==> src/rtl/n101_subsys_bpty_err_ctrl.sv <==
// Bus-parity error collector: first-error capture, sticky flags, event counter and IRQ/fatal reporting.
// Optional event counter / threshold / fatal path is built only when N101_BPTY_ERR_CNT_EN is defined.
module n101_subsys_bpty_err_ctrl #(
    parameter int unsigned ADDR_SIZE = 32
) (
    input  logic                 clk,
    input  logic                 rst,
    input  logic [2:0]           err_vld,
    input  logic [8:0]           err_kind,
    input  logic [ADDR_SIZE-1:0] err_addr_ilm,
    input  logic [ADDR_SIZE-1:0] err_addr_dlm,
    input  logic [ADDR_SIZE-1:0] err_addr_mem,
    input  logic                 psel,
    input  logic                 penable,
    input  logic                 pwrite,
    input  logic [3:0]           paddr,
    input  logic [31:0]          pwdata,
    output logic [31:0]          prdata,
    output logic                 pready,
    output logic                 pslverr,
    output logic                 bpty_irq,
    output logic                 bpty_fatal
);

    localparam logic [1:0] REG_STATUS  = 2'd0;
    localparam logic [1:0] REG_CAPADDR = 2'd1;
    localparam logic [1:0] REG_COUNT   = 2'd2;
    localparam logic [1:0] REG_CTRL    = 2'd3;
    localparam int unsigned CNT_W      = 8;

    typedef enum logic [1:0] {
        ST_IDLE = 2'd0,
        ST_CAPT = 2'd1,
        ST_OVF  = 2'd2
    } state_t;

    state_t                 state;
    state_t                 state_nxt;
    logic [2:0]             flags;
    logic                   ovf;
    logic [1:0]             cap_src;
    logic [2:0]             cap_kind;
    logic [ADDR_SIZE-1:0]   cap_addr;
    logic                   irq_en;
    logic                   irq_en_nxt;
    logic [CNT_W-1:0]       count;
    logic [CNT_W-1:0]       threshold;

    logic                   apb_wr;
    logic                   apb_rd;
    logic [1:0]             reg_sel;
    logic                   clr;
    logic                   ctrl_wr;
    logic                   cnt_wr;
    logic                   any_err;
    logic                   multi_err;
    logic                   start_capt;
    logic [1:0]             low_src;
    logic [2:0]             low_kind;
    logic [ADDR_SIZE-1:0]   low_addr;

    assign pready    = 1'b1;
    assign pslverr   = 1'b0;
    assign apb_wr    = psel && penable && pwrite;
    assign apb_rd    = psel && penable && !pwrite;
    assign reg_sel   = paddr[3:2];
    assign clr       = apb_wr && (reg_sel == REG_STATUS) && pwdata[31];
    assign ctrl_wr   = apb_wr && (reg_sel == REG_CTRL);
    assign cnt_wr    = apb_wr && (reg_sel == REG_COUNT);
    assign any_err   = |err_vld;
    assign multi_err = (err_vld[0] && err_vld[1]) || (err_vld[0] && err_vld[2]) ||
                       (err_vld[1] && err_vld[2]);
    // A clear in the same cycle as an error restarts capture with the new event.
    assign start_capt = any_err && (clr || (state == ST_IDLE));
    assign irq_en_nxt = ctrl_wr ? pwdata[0] : irq_en;

    // Lowest-index asserted source wins the capture.
    always_comb begin
        low_src  = 2'd2;
        low_kind = err_kind[8:6];
        low_addr = err_addr_mem;
        if (err_vld[1]) begin
            low_src  = 2'd1;
            low_kind = err_kind[5:3];
            low_addr = err_addr_dlm;
        end
        if (err_vld[0]) begin
            low_src  = 2'd0;
            low_kind = err_kind[2:0];
            low_addr = err_addr_ilm;
        end
    end

    always_comb begin
        state_nxt = state;
        if (start_capt) begin
            state_nxt = multi_err ? ST_OVF : ST_CAPT;
        end else if (any_err) begin
            state_nxt = ST_OVF;
        end else if (clr) begin
            state_nxt = ST_IDLE;
        end
    end

    // Capture FSM, sticky flags and interrupt.
    always_ff @(posedge clk) begin
        if (rst) begin
            state    <= ST_IDLE;
            flags    <= 3'd0;
            ovf      <= 1'b0;
            cap_src  <= 2'd0;
            cap_kind <= 3'd0;
            cap_addr <= '0;
            irq_en   <= 1'b0;
            bpty_irq <= 1'b0;
        end else begin
            state  <= state_nxt;
            irq_en <= irq_en_nxt;
            if (start_capt) begin
                flags    <= err_vld;
                ovf      <= multi_err;
                cap_src  <= low_src;
                cap_kind <= low_kind;
                cap_addr <= low_addr;
            end else if (any_err) begin
                flags <= flags | err_vld;
                ovf   <= 1'b1;
            end else if (clr) begin
                flags    <= 3'd0;
                ovf      <= 1'b0;
                cap_src  <= 2'd0;
                cap_kind <= 3'd0;
                cap_addr <= '0;
            end
            // Rises together with the capture; across a clear it drops one cycle after the state.
            bpty_irq <= ((state_nxt != ST_IDLE) || (state != ST_IDLE)) && irq_en_nxt;
        end
    end

`ifdef N101_BPTY_ERR_CNT_EN
    logic [1:0]       err_pop;
    logic [CNT_W:0]   cnt_sum;
    logic [14:0]      unused_pwdata;

    assign err_pop       = 2'(err_vld[0]) + 2'(err_vld[1]) + 2'(err_vld[2]);
    assign cnt_sum       = {1'b0, count} + (CNT_W + 1)'(err_pop);
    assign unused_pwdata = pwdata[30:16];

    // Saturating event counter; fatal compares the registered count so it lags by one cycle.
    always_ff @(posedge clk) begin
        if (rst) begin
            count      <= '0;
            threshold  <= '0;
            bpty_fatal <= 1'b0;
        end else begin
            if (cnt_wr) begin
                count <= pwdata[CNT_W-1:0];
            end else if (cnt_sum[CNT_W]) begin
                count <= '1;
            end else begin
                count <= cnt_sum[CNT_W-1:0];
            end
            if (ctrl_wr) begin
                threshold <= pwdata[15:8];
            end
            if ((threshold != '0) && (count >= threshold)) begin
                bpty_fatal <= 1'b1;
            end
        end
    end
`else
    logic [29:0] unused_pwdata;
    logic        unused_cnt_wr;

    assign unused_pwdata = pwdata[30:1];
    assign unused_cnt_wr = cnt_wr;
    assign count         = '0;
    assign threshold     = '0;
    assign bpty_fatal    = 1'b0;
`endif

    logic [1:0] unused_paddr;
    assign unused_paddr = paddr[1:0];

    // Zero-wait read mux; bus is quiet outside the read access phase.
    always_comb begin
        prdata = 32'd0;
        if (apb_rd) begin
            case (reg_sel)
                REG_STATUS:  prdata = 32'({2'(state), cap_kind, cap_src, ovf, flags});
                REG_CAPADDR: prdata = 32'(cap_addr);
                REG_COUNT:   prdata = 32'(count);
                REG_CTRL:    prdata = {16'd0, threshold, 7'd0, irq_en};
                default:     prdata = 32'd0;
            endcase
        end
    end

endmodule
==> config.mk <==
export PLATFORM = sky130hd
export DESIGN_NAME = n101_subsys_bpty_err_ctrl
export DESIGN_NICKNAME = d
export VERILOG_FILES = /design/src/rtl/n101_subsys_bpty_err_ctrl.sv
export SDC_FILE = /design/constraint.sdc
export NUM_CORES = 1
export LEC_CHECK = 0
export ABC_CLOCK_PERIOD_IN_PS = 1800
export BUFFER_PORTS_ARGS = -buffer_cell sky130_fd_sc_hd__buf_2
export CAP_MARGIN = 20
export CORE_UTILIZATION = 43
export CTS_BUF_LIST = sky130_fd_sc_hd__clkbuf_8
export CTS_CLUSTER_SIZE = 10
export DETAILED_ROUTE_END_ITERATION = 7
export PLACE_DENSITY = 0.83
export RECOVER_POWER = 25
export SETUP_SLACK_MARGIN = 0.02
export SYNTH_ARGS = -nofsm -noshare
export SYNTH_HDL_FRONTEND = slang
export SYNTH_SLANG_ARGS = --single-unit
==> constraint.sdc <==
create_clock -name clk -period 1.8 [get_ports clk]
set_input_delay 0.09 -clock clk [delete_from_list [all_inputs] [get_ports clk]]
set_output_delay 0.09 -clock clk [all_outputs]
set_load 0.01 [all_outputs]
# Word level (Yosys, flattened, before mapping)
# Cells that the tools add are included.
word_totals:
  regBits: 45
  inputBits: 149
op_classes:
  n_eq_ne: 4
  muxes: 27
  bitwise: 1
  n_reduce_logical: 24
ops:
  columns: ["operator", "n"]
  rows:
  - ["$mux 32", 6]
  - ["$pmux 32 s4", 1]
  - ["$mux 3", 7]
  - ["$mux 2", 9]
  - ["$logic_and 1x1->1", 11]
  - ["$reduce_bool 2->1", 3]
  - ["$eq 2x2->1 const B", 2]
  - ["$logic_not 2->1", 2]
  - ["$logic_or 1x1->1", 4]
  - ["$mux 1", 4]
  - ["$or 3x3->3", 1]
  - ["$reduce_bool 3->1", 1]
  - ["$reduce_or 3->1", 1]
  - ["$eq 2x1->1 const B", 1]
  - ["$ne 2x1->1 const B", 1]
  - ["$reduce_and 2->1", 1]
  - ["$logic_not 1->1", 1]

# Logic depth before layout (Yosys ltp)
depth:
  word_depth: 10
  depth_mapped: 6

# Worst setup path after synthesis
# No wires, ideal clock.
synth_path:
  path_kind: "in2reg"
  from: "input port paddr[2]"
  to: "register cap_addr[29]"
  setup_ps: 128
  arrival_time_ps: 1140
  required_time_ps: 1672
  setup_slack_ps: 533
  path_stages: 6
  path_cell_list: "buf_6 or3b_4 a2bb2oi_2 clkbuf_1 a32oi_1 nor2_1"
synth_via:
  elab_chain_len: 7
  word_cells_on_any_way: 9
  cone_classes: "eq/ne (1); mux (1); reduce/logical (7)"
synth_lines:
  columns: ["item", "line_no", "source"]
  rows:
  - ["from (decl)", "16", "input logic [3:0] paddr,"]
  - ["$logic_not 2->1 (*)", "67", "assign clr = apb_wr && (reg_sel == REG_STATUS) && pwdata[31];"]
  - ["$logic_and 1x1->1 (*) (2 in a row)", "67", null]
  - ["$logic_or 1x1->1", "74", "assign start_capt = any_err && (clr || (state == ST_IDLE));"]
  - ["$logic_and 1x1->1", "74", null]
  - ["$ne 2x1->1 (no line) or $reduce_bool 2->1 (tied branches)", null, null]
  - ["$reduce_and 2->1 (no line)", null, null]
  - ["to (signal assigned)", "124", "cap_addr <= low_addr;"]
  - ["to (decl)", "43", "logic [ADDR_SIZE-1:0] cap_addr;"]
# Mark *: on every way between the ends. The rest lies on a longest branch, timed or not.
# A chain may end at the register's enable or synchronous reset.

# Final worst setup path
layout_path:
  from: "input port pwrite"
  to: "output port prdata[25]"
layout_via:
  elab_chain_len: 3
layout_lines:
  columns: ["item", "line_no", "source"]
  rows:
  - ["from (decl)", "15", "input logic pwrite,"]
  - ["$logic_not 1->1", "65", "assign apb_rd = psel && penable && !pwrite;"]
  - ["$logic_and 1x1->1", "65", null]
  - ["$mux 32", "188", "if (apb_rd) begin"]
  - ["to (decl)", "18", "output logic [31:0] prdata,"]
# No other way between the ends.

==> impl_metrics.py <==
metrics = {
    "place": {
        "dp_hpwl_um": 5300,
        "place_area_um2": 3500,
        "gp_congestion": 0.742,
        "port_buffers": 149,
    },
    "synth": {
        "syn-instance-count": 336,
        "synth_area_per_cell_um2": 8.10,
        "syn_area_um2": 2720,
        "yosys_warnings": 0,
        "ys_types": 31,
        "ys_seq_elements": 45,
        "seq_area_frac_synth": 0.331,
    },
    "critical_path": {
        "reg2reg_from": "state[0]",
        "reg2reg_slack_ns": 0.42,
        "r2r_end": "cap_src[0]",
        "r2r_cells": 5,
        "cp-endpoint": "prdata[25]",
        "worstPathRequired_ns": 1.71,
        "cp-startpoint": "pwrite",
        "cp-start-kind": "input port",
        "worst_setup_path_end_kind": "primary output",
        "crit_type": "input port to primary output",
        "crit_arrival_ns": 1.43,
        "path_max_fanout": 10,
    },
    "drt": {
        "drtAntennaViolNets": 0,
        "vias": 2940,
        "firstDrtPassIters": 4,
        "drc_errors": 0,
        "dr.first_iter.drc_count": 81,
        "vias_per_cell": 5.39,
        "post_drt_wl_per_cell_um": 14.1,
        "routed_wl_um": 7690,
    },
    "global_route": {
        "grt_pass1_vias": 2613,
        "antenna_found_initial": 0,
        "grt.total_usage": 0.228,
        "grt-ovfl-total": 0,
        "grt_pass1_wl_um": 11700,
        "grt_max_degree": 51,
    },
    "die": {
        "ios": 185,
        "start_util": 0.452,
        "die_y_um": 81.6,
        "die_x_um": 81.6,
        "rows": 28,
        "die-area_um2": 6650,
        "core_area_um2": 6030,
    },
    "sta": {
        "tns_ns": 0,
        "max_slew_margin": 0.639,
        "timing.final.hold_violations": 0,
        "finalSetupViolCount": 0,
        "whs_ns": 0.0898,
        "slew_violations": 0,
        "final.period_utilization": 0.845,
        "min_period_ns": 1.52,
        "grt_setup_unrepaired": "false",
        "clock.fmax_ghz": 0.657,
        "clock_skew_ns": 0.00804,
        "tightest_slew_ns": 0.541,
    },
    "final_layout": {
        "layout.nets": 618,
        "area_delta_synth_final_pct": 30.9,
        "final_area_um2": 3560,
        "drive_gt1_frac": 0.343,
        "diodes": 0,
        "nFillCells": 563,
    },
    "clock_network": {
        "clock_latency_ns": 0.30,
        "cts-hold-fix-buffers": 0,
        "cts_buffer_depth": 2,
        "h-tree-depth": 2,
        "clkSinkCount": 45,
        "postCtsResizedCells": 0,
        "numCtsBuffers": 5,
        "cts_tree": "built",
        "cts_root_buffer": "clkbuf_8",
        "post_cts_buffers": 0,
        "clk_pin_slew_worst_paths_ns": 0.09,
    },
    "hold_path": {
        "min_path_type": "input port to flip-flop",
    },
    "run": {
        "cap_violations": 0,
    },
    "power_and_ir_drop": {
        "p_per_area_nw_per_um2": 660,
        "cellLeakagePower_nw": 1.68,
        "p_total_w": 0.00235,
        "vdd_drop_max_v": 0.000346,
    },
    "outcome": {
        "outcome": "completed",
    },
}
-- sequential cells by signal, summed over array words and instances (netlist names) --
register	count
ovf	1
state	2
cap_addr	32
bpty_irq	1
cap_kind	3
flags	3
cap_src	2
irq_en	1
-- layer usage --
layer,global-route usage,vias up,wire length [µm]
met4,0.0679,0,90
met1,0.231,1318,3220
met2,0.452,128,3840
met3,0.0522,12,545
met5,0,-,0
li1,-,1482,-
-- critical path: stages --
cell and delay, ns:
buf_2 0.11, or3_1 0.38, nor2_1 0.14, clkbuf_1 0.38, and2_1 0.20, buf_2 0.13
-- how the worst min path moves through the flow --
stage / start / endpoint / slack, ns / cells after the start
after detailed placement: err_vld[2] / flags[2] / 0.40 / 3
after global placement: err_vld[2] / flags[2] / 0.38 / 3
after global routing: err_kind[8] / cap_kind[2] / 0.1 / 3
after CTS: err_addr_mem[21] / cap_addr[21] / 0.08 / 3
after floorplan: err_vld[2] / flags[2] / 0.21 / 2
final: err_addr_mem[21] / cap_addr[21] / 0.09 / 3
-- kinds of logic (layout without fill, tap and decap cells) --
logic type | count (synthesis) | in the layout | share of synthesized area
buffers and inverters | 40 | 173 | 0.0777
other | 2 | 3 | 0.00276
and+or+nand+nor | 114 | 114 | 0.197
AOI/OAI and AO/OA | 100 | 100 | 0.263
DFF | 45 | 45 | 0.331
adders and majority gates | 1 | 1 | 0.00368
muxes | 34 | 34 | 0.125
-- layout make-up --
class                           count  area [µm²]  share of cell area
Clock inverter                      3        15.0             0.00422
Sequential cell                    45         901               0.253
Tap cell                           75        93.8              0.0264
Timing Repair Buffer              163         851               0.239
Clock buffer                        5        68.8              0.0193
Inverter                            2        7.51             0.00211
Multi-Input combinational cell    252        1620               0.456
-- through the flow --
step	instances	setup slack, ns	utilization
after global routing	545	0.196	0.591
after detailed placement	537	0.345	0.581
after floorplan	337	0.533	-
after global placement	537	0.376	0.581
final	545	0.279	0.591
after CTS	545	0.405	0.595
-- report_power, final --
| part | switching, W | total, W | internal, W | leakage [nW] |
|---|---|---|---|---|
| logic | 0.000318 | 0.000612 | 0.000293 | 1.26 |
| registers | 0.0000445 | 0.00112 | 0.00108 | 0.370 |
| clock network | 0.000352 | 0.000616 | 0.000264 | 0.0467 |
| total | 0.000715 | 0.00235 | 0.00163 | 1.68 |
-- layout by cell type, fill, tap and decap left out, types with 5 or more instances in the layout --
cell type	Yosys	routed
a21oi_1	19	19
buf_2	7	138
and2_1	21	21
nand2_1	26	26
o21ai_0	26	26
buf_4	6	9
clkbuf_1	19	14
dfxtp_1	45	45
clkbuf_8	0	5
a22o_1	13	13
a32oi_1	35	35
nor2_1	41	41
mux2i_1	34	34
nand3_1	14	14
-- synth_stat cells (all sizes together) --
cell type,n,area share
or3b,1,0.0041
nand2,26,0.036
o21ai,26,0.048
nor3,3,0.0055
a32oi,35,0.11
nor3b,1,0.0046
inv,2,0.0028
o22ai,1,0.0074
conb,2,0.0028
or2,2,0.0046
and2,21,0.048
a22oi,1,0.0028
a22o,13,0.042
mux2i,34,0.13
nor2,41,0.057
o211ai,1,0.0028
nand4,1,0.0023
a21boi,1,0.0028
a21oi,19,0.035
nand3,14,0.026
dfxtp,45,0.33
a31oi,2,0.0046
buf,19,0.049
clkbuf,19,0.026
maj3,1,0.0037
or3,3,0.0069
a2bb2oi,1,0.0055
nor2b,1,0.0023
Note: power is estimated with default switching activity, not from simulation.
